<file path="config.mk">
export PLATFORM = sky130hd
export DESIGN_NAME = twiddle_stream_gen
export DESIGN_NICKNAME = d
export VERILOG_FILES = /design/src/rtl/fft_pkg.sv /design/src/rtl/twiddle_quarter_rom.sv /design/src/rtl/twiddle_stream_gen.sv
export SDC_FILE = /design/constraint.sdc
export NUM_CORES = 1
export LEC_CHECK = 0
export BUFFER_PORTS_ARGS = -buffer_cell sky130_fd_sc_hd__buf_4
export CAP_MARGIN = 0
export CORE_ASPECT_RATIO = 0.6
export CORE_MARGIN = 5
export CORE_UTILIZATION = 54
export DETAILED_ROUTE_END_ITERATION = 7
export GPL_ROUTABILITY_DRIVEN = 0
export GPL_TIMING_DRIVEN = 0
export PLACE_DENSITY_LB_ADDON = 0.12
export SLEW_MARGIN = 20
export SYNTH_ARGS = -nofsm -noshare
export SYNTH_HDL_FRONTEND = slang
export SYNTH_SLANG_ARGS = --single-unit
</file>
<file path="constraint.sdc">
create_clock -name clk -period 1.9 [get_ports clk]
set_input_delay 0.095 -clock clk [delete_from_list [all_inputs] [get_ports clk]]
set_output_delay 0.095 -clock clk [all_outputs]
set_load 0.01 [all_outputs]
</file>
<file path="src/rtl/fft_pkg.sv">
// Shared types and elaboration-time helpers for the FFT twiddle path.
package fft_pkg;

  localparam int unsigned TW_WIDTH = 8;
  localparam int unsigned TW_CW    = TW_WIDTH / 2;

  // One twiddle beat as seen on the bus: imaginary part in the upper half.
  typedef struct packed {
    logic signed [TW_CW-1:0] im;
    logic signed [TW_CW-1:0] re;
  } twiddle_t;

  // Fixed-point constants for the cosine series (30 fractional bits).
  localparam int unsigned FX_FRAC = 30;
  localparam longint      FX_ONE  = 64'sd1 << FX_FRAC;
  localparam longint      PI_FX   = 64'sd3373259426;

  // Ceiling log2 of n.
  function automatic int unsigned log2n(input int unsigned n);
    int unsigned r;
    r = 0;
    for (int unsigned i = 0; i < 32; i++) begin
      if ((64'd1 << i) < 64'(n)) r = i + 1;
    end
    return r;
  endfunction

  // Entry idx of the quarter-wave table: round(cos(2*pi*idx/n) * 2^(cw-1)),
  // clamped to the largest positive Q1.(cw-1) value so +1.0 never wraps.
  function automatic int unsigned quarter_cos_table(input int unsigned n,
                                                    input int unsigned cw,
                                                    input int unsigned idx);
    longint x;
    longint x2;
    longint term;
    longint sum;
    longint scaled;
    longint maxq;
    x    = (PI_FX * 64'sd2 * longint'(idx)) / longint'(n);
    x2   = (x * x) >>> FX_FRAC;
    term = FX_ONE;
    sum  = FX_ONE;
    for (int i = 1; i <= 10; i++) begin
      term = -((term * x2) >>> FX_FRAC) / longint'((2 * i - 1) * (2 * i));
      sum  = sum + term;
    end
    scaled = ((sum <<< (cw - 1)) + (FX_ONE >>> 1)) >>> FX_FRAC;
    maxq   = (64'sd1 <<< (cw - 1)) - 64'sd1;
    if (scaled > maxq) scaled = maxq;
    if (scaled < 64'sd0) scaled = 64'sd0;
    return 32'(scaled);
  endfunction

endpackage

</file>
<file path="src/rtl/twiddle_quarter_rom.sv">
// Combinational quarter-wave cosine ROM, N/4+1 entries of CW bits.
module twiddle_quarter_rom
  import fft_pkg::*;
#(
  parameter int unsigned SAMPLES = 8,
  parameter int unsigned CW      = 4,
  parameter int unsigned AW      = 2
) (
  input  logic [AW-1:0] addr,
  output logic [CW-1:0] q_c
);

  localparam int unsigned ENTRIES = SAMPLES / 4 + 1;

  logic [CW-1:0] table_q [ENTRIES];

  for (genvar g = 0; g < ENTRIES; g++) begin : g_entry
    localparam int unsigned QV = quarter_cos_table(SAMPLES, CW, g);
    assign table_q[g] = CW'(QV);
  end

  // Table lookup; addresses past the last entry read as zero.
  always_comb begin
    q_c = '0;
    for (int unsigned i = 0; i < ENTRIES; i++) begin
      if (32'(addr) == i) q_c = table_q[i];
    end
  end

endmodule

</file>
<file path="src/rtl/twiddle_stream_gen.sv">
// Streams the N/2 twiddles of one radix-2 DIT stage in butterfly order.
module twiddle_stream_gen
  import fft_pkg::*;
#(
  parameter  int unsigned SAMPLES = 8,
  parameter  int unsigned WIDTH   = 8,
  localparam int unsigned L       = log2n(SAMPLES),
  localparam int unsigned SW      = (L > 1) ? $clog2(L) : 1,
  localparam int unsigned KW      = L - 1
) (
  input  logic             clk,
  input  logic             rst_n,
  input  logic             start,
  input  logic [SW-1:0]    stage,
  input  logic             conj,
  output logic             busy,
  output logic             stage_err,
  output logic             tw_valid,
  input  logic             tw_ready,
  output logic [WIDTH-1:0] tw_data,
  output logic [KW-1:0]    tw_index,
  output logic             tw_last
);

  localparam int unsigned CW   = WIDTH / 2;
  localparam int unsigned HALF = SAMPLES / 2;
  localparam int unsigned QN   = SAMPLES / 4;
  localparam int unsigned AW   = $clog2(QN + 1);

  typedef enum logic [1:0] {IDLE, RUN, DRAIN} state_t;

  state_t        state;
  state_t        state_nxt;
  logic          load_c;
  logic          en_c;
  logic          issue_c;
  logic          bad_stage_c;
  logic          cnt_last_c;
  logic [KW-1:0] cnt;
  logic [SW-1:0] stage_q;
  logic          conj_q;
  logic [KW-1:0] k_c;
  logic          fold_c;
  logic          s1_valid;
  logic          s1_last;
  logic          s1_fold;
  logic [KW-1:0] s1_k;
  logic [AW-1:0] cos_addr_c;
  logic [AW-1:0] sin_addr_c;
  logic [CW-1:0] cos_q_c;
  logic [CW-1:0] sin_q_c;
  logic [CW-1:0] re_c;
  logic [CW-1:0] im_c;

  assign en_c        = !tw_valid || tw_ready;
  assign issue_c     = (state == RUN) && en_c;
  assign bad_stage_c = 32'(stage) >= L;
  assign cnt_last_c  = (cnt == KW'(HALF - 1));

  // k = (cnt & (2^s - 1)) << (L-1-s)
  assign k_c    = KW'((32'(cnt) & ((32'd1 << stage_q) - 32'd1)) << (32'(L - 1) - 32'(stage_q)));
  assign fold_c = 32'(k_c) > QN;

  // State register.
  always_ff @(posedge clk or negedge rst_n) begin
    if (!rst_n) state <= IDLE;
    else        state <= state_nxt;
  end

  // Next-state logic; a valid start is the only way out of IDLE.
  always_comb begin
    state_nxt = state;
    load_c    = 1'b0;
    case (state)
      IDLE: begin
        if (start && !bad_stage_c) begin
          state_nxt = RUN;
          load_c    = 1'b1;
        end
      end
      RUN: begin
        if (en_c && cnt_last_c) state_nxt = DRAIN;
      end
      DRAIN: begin
        if (tw_valid && tw_ready && tw_last) state_nxt = IDLE;
      end
      default: state_nxt = IDLE;
    endcase
  end

  // Beat counter, latched sequence parameters and status flags.
  always_ff @(posedge clk or negedge rst_n) begin
    if (!rst_n) begin
      cnt       <= '0;
      stage_q   <= '0;
      conj_q    <= 1'b0;
      busy      <= 1'b0;
      stage_err <= 1'b0;
    end else begin
      busy      <= (state_nxt != IDLE);
      stage_err <= (state == IDLE) && start && bad_stage_c;
      if (load_c) begin
        cnt     <= '0;
        stage_q <= stage;
        conj_q  <= conj;
      end else if (issue_c) begin
        cnt <= cnt + KW'(1);
      end
    end
  end

  // S1: angle index and fold select.
  always_ff @(posedge clk or negedge rst_n) begin
    if (!rst_n) begin
      s1_valid <= 1'b0;
      s1_last  <= 1'b0;
      s1_fold  <= 1'b0;
      s1_k     <= '0;
    end else if (en_c) begin
      s1_valid <= issue_c;
      s1_last  <= cnt_last_c;
      s1_fold  <= fold_c;
      s1_k     <= k_c;
    end
  end

  // Symmetry folding onto the quarter-wave table.
  always_comb begin
    cos_addr_c = AW'(32'(s1_k));
    sin_addr_c = AW'(QN - 32'(s1_k));
    if (s1_fold) begin
      cos_addr_c = AW'(HALF - 32'(s1_k));
      sin_addr_c = AW'(32'(s1_k) - QN);
    end
  end

  twiddle_quarter_rom #(.SAMPLES(SAMPLES), .CW(CW), .AW(AW)) u_cos_rom (
    .addr (cos_addr_c),
    .q_c  (cos_q_c)
  );

  twiddle_quarter_rom #(.SAMPLES(SAMPLES), .CW(CW), .AW(AW)) u_sin_rom (
    .addr (sin_addr_c),
    .q_c  (sin_q_c)
  );

  // Second-quadrant cosine is negative; conjugation flips the sine sign.
  assign re_c = s1_fold ? (-cos_q_c) : cos_q_c;
  assign im_c = conj_q  ? (-sin_q_c) : sin_q_c;

  // S2: output beat register, held while the consumer stalls.
  always_ff @(posedge clk or negedge rst_n) begin
    if (!rst_n) begin
      tw_valid <= 1'b0;
      tw_data  <= '0;
      tw_index <= '0;
      tw_last  <= 1'b0;
    end else if (en_c) begin
      tw_valid <= s1_valid;
      tw_last  <= s1_valid && s1_last;
      if (s1_valid) begin
        tw_data  <= WIDTH'({im_c, re_c});
        tw_index <= s1_k;
      end
    end
  end

endmodule

</file>
==> results_dict.tcl <==
set metrics [dict create \
    status "finished, final reports clean" \
    drt-vias-per-instance 5.30 \
    die_w_um 71.0 \
    antenna_left 0 \
    synth_xor_area_share_pct 2.91 \
    cellPowerDensity_nw_per_um2 1520 \
    dpl_cell_area_um2 1390 \
    grt_pass1_wl_um 4000 \
    netlist_area_um2 1200 \
    worstSkewPairLatency_ns 0.27 \
    antenna_cells 0 \
    synthSimpleGateAreaFrac_pct 16.1 \
    place_inst 160 \
    p_total_mw 2.20 \
    synth_fp_nets 121 \
    utilization_pct 67.2 \
    cts_sinks 26 \
    slew_headroom_pct 65.5 \
    drtIter0Drc 42 \
    grt-ovfl-total 0 \
    swShare_pct 37.2 \
    cts-root-buf "clkbuf_8" \
    hold_viol 0 \
    rsz0062_at_grt "no" \
    grt_max_degree 27 \
    antenna_found_initial 0 \
    crit_path_top_delay_cell "dfrtp_1" \
    drcViolationCount 0 \
    ys.warnings.count 0 \
    fin_cells 164 \
    drtPass1Iterations 4 \
    clk_path_buf_depth 2 \
    whs_ns 0.0545 \
    ys_ff_latch 26 \
    cts_hold_buf 1 \
    setup_ws_ns 0.372 \
    grt_pass1_vias 826 \
    hp-class "primary input to register" \
    drv_slew 0 \
    pwr-share-comb_pct 45.0 \
    die_h_um 46.6 \
    arrival_ns 1.68 \
    clkPwrFrac_pct 13.9 \
    seqPwrFrac_pct 41.1 \
    coreArea_um2 2150 \
    clk_pin_slew_ns 0.08 \
    synth-compound-area-share_pct 13.0 \
    initial_core_util_pct 56.1 \
    finalWorstPathRequiredPeriod_ns 1.53 \
    cts_tree "done" \
    vias 870 \
    critPathMaxFanout 6 \
    post-place-ws_ns 0.370 \
    worstSetupPathType "register to register" \
    wire_per_inst_um 14.4 \
    port_buffers 20 \
    final_layout_size_suffix_gt1_share_pct 26.9 \
    finalClockSkew_ns 0.00235 \
    nNetsFinal 147 \
    synthAdderAreaFrac_pct 4.16 \
    p_switching_uw 817 \
    power.leakage_nw 0.672 \
    path_cells "or3b_1 -> buf_6 -> a21oi_4 -> mux2_1" \
    drv_cap 0 \
    required_ns 2.05 \
    grt_usage_pct 16.4 \
    ir_drop_v 0.000846 \
    synthDistinctLibCells 31 \
    cts_setup_buffers 0 \
    wl_um 2360 \
    worstMarginPinSlew_ns 0.516 \
    post-dp-hpwl_um 1800 \
    row_count 13 \
    cts_repair_resize_count 0 \
    synth_area_per_cell_um2 10.9 \
    seq_area_frac_synth_pct 54.1 \
    synth_mux_area_share_pct 5.61 \
    critPathMaxStageDelay_ns 0.40 \
    setup_tns_ns 0 \
    fmax_ghz 0.655 \
    io_pins 21 \
    end_kind "register" \
    synth_top_family_by_area "simple AND/OR/NAND/NOR gates" \
    design.die.area_um2 3300 \
    area_delta_synth_final_pct 19.9 \
    htree_levels 1 \
    cp-start-kind "register" \
    fin_area_um2 1440 \
    syn-instance-count 110 \
    period_share_pct 80.4 \
    cts_made_buffers 3 \
    internal_power_mw 1.38 \
    finalSetupViolations 0 \
]
[final cells by class]
cell class | instances | area (µm²)
Inverter | 5 | 18.8
Fill cell | 180 | 704
Multi-Input combinational cell | 74 | 503
Clock buffer | 3 | 41.3
Sequential cell | 26 | 651
Buffer | 5 | 31.3
Timing Repair Buffer | 21 | 160
Tap cell | 30 | 37.5
[worst paths after layout]
check | to | startpoint | cells after the start | slack (ns)
worst max-delay path | conj_q | state[1] | 4 | 0.37
worst min-delay path | conj_q | conj | 2 | 0.05
worst max register to register | conj_q | state[1] | 4 | 0.37
worst min register to register | s1_last | s1_last | 2 | 0.48
max in group asynchronous | cnt[1] | rst_n | 2 | 1.39
min in group asynchronous | tw_index[0] | rst_n | 2 | 0.26
[synth_stat cells, drive strengths merged]
cell | count | area, µm²
nor4bb | 1 | 10.0
o31ai | 2 | 15.0
o2bb2ai | 1 | 8.76
a21o | 1 | 7.51
xnor2 | 4 | 35.0
mux2 | 6 | 67.6
o311ai | 1 | 8.76
nor2 | 5 | 21.3
dfrtp | 26 | 651
buf | 5 | 31.3
or3b | 2 | 17.5
nor2b | 5 | 31.3
or3 | 1 | 6.26
a31oi | 1 | 6.26
a21oi | 3 | 26.3
a22oi | 1 | 7.51
nand2b | 3 | 18.8
nand2 | 12 | 45.0
nand3 | 6 | 30.0
ha | 4 | 50.1
nand3b | 1 | 7.51
o22a | 2 | 17.5
nand4 | 1 | 6.26
a22o | 1 | 8.76
inv | 5 | 18.8
o21ai | 10 | 50.1
[cell usage in the layout, fill, tap and decap left out, drive strengths merged]
cell type / count
nand3: 6
nand3b: 1
a31oi: 1
nand4: 1
o21ai: 10
o31ai: 2
mux2: 6
a21oi: 3
o22a: 2
buf: 25
dlygate4sd3: 1
nor2b: 5
dfrtp: 26
xnor2: 4
clkbuf: 3
a22oi: 1
a21o: 1
inv: 5
nor2: 5
nand2b: 3
nand2: 12
ha: 4
o2bb2ai: 1
or3b: 2
or3: 1
nor4bb: 1
a22o: 1
o311ai: 1
[per-layer routing]
layer / global-route usage (%) / routed length (µm) / share of wire, % / up-vias
li1: - / - / - / 426
met2: 24.5 / 1100 / 46 / 24
met4: 7.87 / 34 / 1.4 / 0
met5: 0 / 0 / 0 / -
met1: 21.3 / 1090 / 46 / 416
met3: 6.10 / 136 / 5.8 / 4
[flip-flops by register name, indices dropped and copies added, names as in the netlist]
register   flops
stage_err      1
cnt            2
tw_data        8
busy           1
tw_valid       1
conj_q         1
s1_fold        1
tw_last        1
tw_index       2
s1_k           2
s1_valid       1
stage_q        2
s1_last        1
state          2
[kinds of logic after synthesis]
kind of cell,count (synthesis)
adder cells (fa/ha/maj),4
XOR/XNOR,4
flip-flops,26
AND/OR/NAND/NOR,37
AO/OA/AOI/OAI,23
multiplexers,6
buffers and inverters,10
[critical path, delay by kind of cell (launching register included)]
family / cells / cell delay, ns
AND/OR/NAND/NOR: 1 / 0.40
AO/OA/AOI/OAI: 1 / 0.14
multiplexers: 1 / 0.34
flip-flops: 1 / 0.40
buffers and inverters: 1 / 0.14
[power by group through the flow]
stage               sequential (mW)  combinational (mW)  clock, mW
finish                        0.902               0.988      0.305
global route                  0.935                1.10      0.332
CTS                           0.901               0.999      0.313
detailed placement            0.913               0.993          0
global placement              0.901               0.949          0
floorplan                     0.926               0.629          0
Power figures use the tool's default switching activity.
